==> config.mk <==
export PLATFORM = sky130hd
export DESIGN_NAME = result_bcd_converter
export DESIGN_NICKNAME = d
export VERILOG_FILES = /design/src/rtl/calc_pkg.sv /design/src/rtl/bcd_digit_adjust.sv /design/src/rtl/result_bcd_converter.sv
export SDC_FILE = /design/constraint.sdc
export NUM_CORES = 1
export LEC_CHECK = 0
export BUFFER_PORTS_ARGS = -buffer_cell sky130_fd_sc_hd__buf_4
export CORE_AREA = 2 2 79 81
export CTS_BUF_LIST = sky130_fd_sc_hd__clkbuf_16
export CTS_CLUSTER_SIZE = 20
export DETAILED_ROUTE_END_ITERATION = 12
export DIE_AREA = 0 0 81 83
export PLACE_DENSITY = 0.8
export SLEW_MARGIN = 40
export SYNTH_ARGS = -nofsm -noshare
export SYNTH_HDL_FRONTEND = slang
export SYNTH_SLANG_ARGS = --single-unit
==> constraint.sdc <==
create_clock -name clock -period 1.45 [get_ports clock]
set_input_delay 0.29 -clock clock [delete_from_list [all_inputs] [get_ports clock]]
set_output_delay 0.29 -clock clock [all_outputs]
set_load 0.01 [all_outputs]
==> src/rtl/calc_pkg.sv <==
// Shared definitions for the calculator datapath: result width, display digit
// count, converter state encoding and the counter-width helper.
package calc_pkg;

  // Width of the arithmetic result and number of BCD digits on the display.
  localparam int RESULT_WIDTH = 16;
  localparam int BCD_DIGITS   = 5;

  // Converter FSM states.
  typedef enum logic {
    IDLE  = 1'b0,
    SHIFT = 1'b1
  } conv_state_t;

  // Bits needed to hold an iteration count from 0 up to w inclusive.
  function automatic int cnt_width(input int w);
    return $clog2(w + 1);
  endfunction

  localparam int CNT_WIDTH = cnt_width(RESULT_WIDTH);

endpackage

==> src/rtl/bcd_digit_adjust.sv <==
// One double-dabble digit correction: adds 3 to a BCD digit that is 5 or more,
// so that the following left shift carries correctly into the next digit.
// Ports:
//   digit_in  - current BCD digit (0..9)
//   digit_out - digit + 3 if digit_in >= 5, else digit_in
module bcd_digit_adjust (
  input  logic [3:0] digit_in,
  output logic [3:0] digit_out
);

  // digit_in <= 9, so digit_in + 3 <= 12 and never leaves 4 bits.
  assign digit_out = (digit_in >= 4'd5) ? (digit_in + 4'd3) : digit_in;

endmodule

==> src/rtl/result_bcd_converter.sv <==
// Iterative binary-to-BCD converter (shift-and-add-3), one bit per clock.
// The last completed result is held on bcd_out between conversions.
// Ports:
//   clock   - system clock, rising edge
//   reset   - synchronous, active-high
//   bin_in  - binary operand, captured when start is accepted
//   start   - request a conversion (only honoured while idle)
//   busy    - conversion in progress (WIDTH cycles)
//   done    - one-cycle pulse when bcd_out has just been updated
//   valid   - at least one conversion has completed since reset
//   bcd_out - packed BCD result, digit 0 (units) in bits [3:0]
module result_bcd_converter
  import calc_pkg::*;
#(
  parameter int WIDTH  = RESULT_WIDTH,
  parameter int DIGITS = BCD_DIGITS
) (
  input  logic                  clock,
  input  logic                  reset,
  input  logic [WIDTH-1:0]      bin_in,
  input  logic                  start,
  output logic                  busy,
  output logic                  done,
  output logic                  valid,
  output logic [4*DIGITS-1:0]   bcd_out
);

  localparam int SW    = 4 * DIGITS;
  localparam int CNT_W = cnt_width(WIDTH);

  conv_state_t      state_reg, state_next;
  logic [WIDTH-1:0] bin_reg, bin_next;
  logic [SW-1:0]    scratch_reg, scratch_next;
  logic [CNT_W-1:0] cnt_reg, cnt_next;
  logic [SW-1:0]    bcd_reg, bcd_next;
  logic             busy_reg, busy_next;
  logic             done_reg, done_next;
  logic             valid_reg, valid_next;

  logic [SW-1:0]    adjusted;
  logic [SW-1:0]    shifted;

  // Add-3 correction on every scratch digit in parallel.
  generate
    for (genvar gi = 0; gi < DIGITS; gi++) begin : g_adjust
      bcd_digit_adjust u_adjust (
        .digit_in  (scratch_reg[4*gi +: 4]),
        .digit_out (adjusted[4*gi +: 4])
      );
    end
  endgenerate

  // Scratch after correction and one left shift; binary MSB enters bit 0.
  assign shifted = {adjusted[SW-2:0], bin_reg[WIDTH-1]};

  always_comb begin
    state_next   = state_reg;
    bin_next     = bin_reg;
    scratch_next = scratch_reg;
    cnt_next     = cnt_reg;
    bcd_next     = bcd_reg;
    busy_next    = busy_reg;
    done_next    = 1'b0;
    valid_next   = valid_reg;
    case (state_reg)
      IDLE: begin
        if (start) begin
          state_next   = SHIFT;
          bin_next     = bin_in;
          scratch_next = '0;
          cnt_next     = CNT_W'(WIDTH);
          busy_next    = 1'b1;
        end
      end
      SHIFT: begin
        scratch_next = shifted;
        // The bit leaving the top of scratch is always 0 (no overflow), so
        // recirculating it into the spent low end of bin_reg is the same as
        // shifting in a zero.
        bin_next     = {bin_reg[WIDTH-2:0], adjusted[SW-1]};
        cnt_next     = cnt_reg - CNT_W'(1);
        if (cnt_reg == CNT_W'(1)) begin
          bcd_next   = shifted;
          done_next  = 1'b1;
          valid_next = 1'b1;
          busy_next  = 1'b0;
          state_next = IDLE;
        end
      end
      default: state_next = IDLE;
    endcase
  end

  always_ff @(posedge clock) begin
    if (reset) begin
      state_reg   <= IDLE;
      bin_reg     <= '0;
      scratch_reg <= '0;
      cnt_reg     <= '0;
      bcd_reg     <= '0;
      busy_reg    <= 1'b0;
      done_reg    <= 1'b0;
      valid_reg   <= 1'b0;
    end else begin
      state_reg   <= state_next;
      bin_reg     <= bin_next;
      scratch_reg <= scratch_next;
      cnt_reg     <= cnt_next;
      bcd_reg     <= bcd_next;
      busy_reg    <= busy_next;
      done_reg    <= done_next;
      valid_reg   <= valid_next;
    end
  end

  assign busy    = busy_reg;
  assign done    = done_reg;
  assign valid   = valid_reg;
  assign bcd_out = bcd_reg;

endmodule

* Yosys cells after proc, flatten, opt, wreduce, memory -nomap -nowiden *
Cells that the tools add are included.

word-level totals
  register bits = 65
  bits of input ports = 19
  logic and storage cells = 44

operators by class
  add/sub/neg operators = 6
  order comparisons = 5
  equality and inequality tests = 3
  muxes and demuxes = 18
  bitwise gates (word level) = 1
  reductions and logical operators = 3

operators with widths
  kind                                                                                  count
  20-bit case mux with 2 select lines                                                   1
  16-bit case mux with 2 select lines                                                   1
  4-bit by 2-bit adder with 4-bit output (second input constant)                        5
  4-bit by 3-bit greater-or-equal comparator with 1-bit output (second input constant)  5
  20-bit 2-to-1 mux                                                                     1
  4-bit 2-to-1 mux                                                                      5
  16-bit 2-to-1 mux                                                                     1
  5-bit case mux with 2 select lines                                                    1
  5-bit by 1-bit equality test with 1-bit output (second input constant)                1
  1-bit 2-to-1 mux                                                                      5
  5-bit 2-to-1 mux                                                                      1
  5-bit by 1-bit subtractor with 5-bit output (second input constant)                   1
  1-bit case mux with 2 select lines                                                    2
  2-bit AND reduction                                                                   2
  2-bit by 1-bit != test with 1-bit output (second input constant)                      1
  2-bit != test (second input constant)                                                 1
  2-bit OR reduction                                                                    1
  1-bit inverter                                                                        1

* Longest topological paths before layout *
  depth in word-level cells = 3
  mapped depth = 7
  depth with buffers taken out = 6

* Cells and area by module *
From an unflattened synthesis, not the netlist that was laid out.

second synthesis, totals
  cells, all modules = 326
  area, all modules = 3045.4 sq um

by module, submodules not included
  module                instances  cells each  area each (sq um)  sequential area each (sq um)
  result_bcd_converter  1          246         2538.7             1301.2
  bcd_digit_adjust      5          16          101.3              0.0

* Worst setup path before layout *
No wires, ideal clock.

  kind = reg2reg
  start = register scratch_reg[13]
  end = register bcd_reg[14] (netlist: bcd_out[14])
  library setup time = 59 ps
  arrival time = 1281 ps
  required time = 1391 ps
  slack = 110 ps
  cell stages (with the launch flop) = 7
  path buffers = 0
  clock period less this slack = 1340 ps
  cell sequence = dfxtp_1 inv_1 ha_1 nand2b_1 a21oi_1 mux2i_1 a22o_1

on the way
  longest elaborated chain between the ends = 2

RTL lines
  item                                                                                                                           line                         RTL
  start: declaration                                                                                                             result_bcd_converter.sv:33   logic [SW-1:0] scratch_reg, scratch_next;
  start signal: assignment                                                                                                       result_bcd_converter.sv:107  scratch_reg <= scratch_next;
  4-bit by 2-bit adder with 4-bit output / 4-bit by 3-bit greater-or-equal comparator with 1-bit output (equally long branches)  bcd_digit_adjust.sv:12       assign digit_out = (digit_in >= 4'd5) ? (digit_in + 4'd3) : digit_in;
  4-bit 2-to-1 mux (*)                                                                                                           bcd_digit_adjust.sv:12
  end signal: assignment                                                                                                         result_bcd_converter.sv:109  bcd_reg <= bcd_next;
  end: declaration                                                                                                               result_bcd_converter.sv:35   logic [SW-1:0] bcd_reg, bcd_next;

Mark *: on every way between the ends. The rest lies on a longest branch, timed or not.
A chain may end at the register's enable or synchronous reset.

* Worst setup path after layout *
  start = register scratch_reg[1]
  end = register scratch_reg[2]

on the way
  longest elaborated chain between the ends = 3

RTL lines
  item                                                                                                                           line                        RTL
  4-bit by 2-bit adder with 4-bit output / 4-bit by 3-bit greater-or-equal comparator with 1-bit output (equally long branches)  bcd_digit_adjust.sv:12
  4-bit 2-to-1 mux (*)                                                                                                           bcd_digit_adjust.sv:12
  20-bit case mux with 2 select lines (*)                                                                                        result_bcd_converter.sv:65  case (state_reg)

Marked as above.

==> results.md <==
| Item | Reported |
| --- | --- |
| Sequential Power Share | 43.8% |
| Number of remaining DRC errors | 0 |
| Setup repair after global routing missed its margin | true |
| Synthesized area per cell | 9.12 um^2 |
| Total power | 4290 uW |
| Worst min-delay path class | primary input to flip-flop |
| Via count of the first global-routing pass | 2264 |
| Maximum resistive drop on vdd | 1.09 mV |
| Routed met3 length | 413 um |
| First-pass GRT wire length | 10100 um |
| Placement Cell Area | 0.00334 mm^2 |
| Crit end category | flip-flop |
| Async SR Flop Fraction | 0% |
| # IOs | 42 |
| Total gr overflow | 0 |
| Detailed-route wire length on metal 1 | 2670 um |
| Weighted congestion reported at the end of routability-driven placement | 0.797 |
| Vias per std cell | 5.44 |
| Total track usage | 19.5% |
| Pins over their slew limit | 0 |
| Final net count | 399 |
| Final count of negative-setup-slack endpoints | 0 |
| Final instance area | 0.00375 mm^2 |
| Most instantiated library cell after synthesis | dfxtp_1 |
| H-tree levels | 3 |
| Clock Pin Slew Worst Setup and Hold Paths | 0.05 ns |
| ANT cells | 0 |
| Status | finished clean |
| Wirelength, routed | 6210 um |
| Max transition margin | 78.1% |
| Detailed-routing iteration count for the pre-antenna-repair pass | 4 |
| Final setup slack of the worst path | 0.0333 ns |
| Routed wire length per instance | 13.9 um |
| Die width | 81 um |
| Post-CTS setup buffer count | 0 |
| Unique cell type count in the Yosys netlist | 29 |
| Number of antenna violations at the first check in global routing | 0 |
| Hold_buf cts | 0 |
| Commonest cells post-synth | dfxtp_1 (65), a21oi_1 (37), nor2_1 (35) |
| Via count | 2437 |
| Worst Setup Slack post-DPL | -0.0632 ns |
| Largest net degree at the start of global routing | 23 |
| Summed instance area of the synthesized netlist | 0.00288 mm^2 |
| Net load switching power | 985 uW |
| Count of synthesis-stage warnings from yosys | 0 |
| Final min period | 1.42 ns |
| Clock buffers created by TritonCTS | 9 |
| Fraction of layout cells with a size suffix above 1 | 28.7% |
| Required time reported for the critical path endpoint | 1.72 ns |
| Post-DRT Antenna Nets | 0 |
| Met2 routed WL | 3010 um |
| Placeable core area | 0.00582 mm^2 |
| CTS root buffer | clkbuf_16 |
| Max-cap viol count | 0 |
| Share of total power consumed by net switching | 23.0% |
| Fraction of power consumed by combinational cells | 7.6% |
| Post-DP HPWL | 4190 um |
| Least-Margin Pin Slew | 0.329 ns |
| Number of endpoints with negative hold slack in the final report | 0 |
| Arr. time, crit path | 1.69 ns |
| Top area cells in the synthesized netlist | dfxtp_1 (45%), mux2i_1 (7.3%), a21oi_1 (6.4%), a22o_1 (6.4%), ha_1 (5.2%) |
| Sequential fraction of the synthesis area | 45.1% |
| Internal Power | 3300 uW |
| Number of buffers inserted by port buffering | 41 |
| Yosys reg bits | 65 |
| Cell area power density | 1140 mW/mm^2 |
| Yosys top cell area share | 45.1% |
| Count of clock tree sinks | 65 |
| CTS tree | yes |
| Crit path kind | flip-flop to flip-flop |
| Main flop type after synthesis | dfxtp_1 |
| Vertical extent of the die | 83 um |
| Utilization after layout | 64.5% |
| Filler Cells Inserted | 490 |
| Post-synthesis instance total | 316 |
| Die Area | 0.00672 mm^2 |
| Share of total power in the clock network | 48.6% |
| Final Skew | 0.00329 ns |
| Area grow syn2layout | 30.1% |
| Maximum count of clock buffers along a single path | 2 |
| Yosys top cell by area | dfxtp_1 |
| Initial core utilization | 49.6% |
| Clk Latency, worst-skew pair | 0.33 ns |
| FMAX | 0.706 GHz |
| Number of flops mapped to enable cells by yosys | 0 |
| Number of rows in the core area | 28 |
| Final worst-path cycle share | 97.7% |
| Startpoint type of the worst setup path | flip-flop |
| Synthesized Nets | 347 |
| Maximum fanout along the worst path | 3 |
| Total leakage power | 0.00150 uW |
| First-iteration detailed-routing DRC count | 119 |
| Highest Signal Layer | met4 |
[final cells by class]
type	count	area [um^2]	area share, %
multi-input cells	219	1550	41.4
clock inverters	7	61.3	1.63
clock buffers	9	225	6.01
well taps	75	93.8	2.50
repair buffers	58	448	11.9
flip-flops and latches	65	1310	35.0
inverters	15	56.3	1.50
[stage by stage]
| stage | TNS, ns | std cells | hold WS (ns) |
|---|---|---|---|
| 5_1_grt | -0.244 | 448 | 0.228 |
| 3_5_place_dp | -0.181 | 432 | 0.441 |
| 4_1_cts | 0 | 448 | 0.221 |
| 3_3_place_gp | -0.00528 | 432 | 0.438 |
| 6_report | 0 | 448 | 0.226 |
| 2_1_floorplan | 0 | 316 | 0.447 |
[worst max-delay path, cell delays in order (launching register included)]
cell and delay [ns]:
dfxtp_2 0.34, inv_2 0.06, ha_1 0.18, nand2b_4 0.15
a21oi_4 0.18, mux2i_2 0.28, a22o_1 0.16
[what timing repair did]
action	CTS	global route
pin swaps	4	12
setup endpoints to repair	13	27
gates resized for setup	5	28
gates cloned	0	0
[layout by cell type, fill, tap and decap left out, types with 6 or more instances in the layout]
| master | count |
|---|---|
| a22o_1 | 21 |
| xnor2_1 | 6 |
| dfxtp_2 | 8 |
| buf_4 | 57 |
| a21oi_1 | 34 |
| nor2_1 | 35 |
| mux2i_1 | 17 |
| clkbuf_16 | 9 |
| nand2_1 | 15 |
| nor3b_1 | 14 |
| inv_1 | 9 |
| ha_1 | 9 |
| dfxtp_1 | 57 |
| o21ai_1 | 20 |
| inv_2 | 6 |
[power groups by stage]
stage | Sequential [uW] | Combinational [uW] | Clock (uW)
after detailed placement | 1920 | 323 | 0
after CTS | 1880 | 323 | 2110
after global placement | 1910 | 313 | 0
after global routing | 1880 | 366 | 2200
after floorplan | 1900 | 218 | 0
final | 1880 | 325 | 2080
[kinds of logic (layout without fill, tap and decap cells)]
| kind of cell | count (synthesis) | after routing | synth area share (%) |
|---|---|---|---|
| adders and majority gates | 12 | 12 | 5.21 |
| and+or+nand+nor | 87 | 87 | 15.7 |
| xor gates and xnor gates | 6 | 6 | 1.82 |
| DFF | 65 | 65 | 45.1 |
| buffers and inverters | 32 | 89 | 4.90 |
| AOI/OAI and AO/OA | 93 | 93 | 20.0 |
| muxes | 21 | 21 | 7.29 |
[routing by layer]
| metal | global-route usage (%) | up-vias |
|---|---|---|
| li1 | - | 1214 |
| met1 | 22.7 | 1141 |
| met2 | 31.5 | 66 |
| met3 | 8.37 | 16 |
| met4 | 7.40 | 0 |
| met5 | 0 | - |
[final timing paths]
check | startpoint | endpoint | slack, ns | cells past startpoint
max | scratch_reg[1] | scratch_reg[2] | 0.03 | 6
min | reset | scratch_reg[15] | 0.23 | 2
max reg2reg | scratch_reg[1] | scratch_reg[2] | 0.03 | 6
min reg2reg | bcd_out[19] | bcd_out[19] | 0.45 | 2
Power figures use the tool's default switching activity.
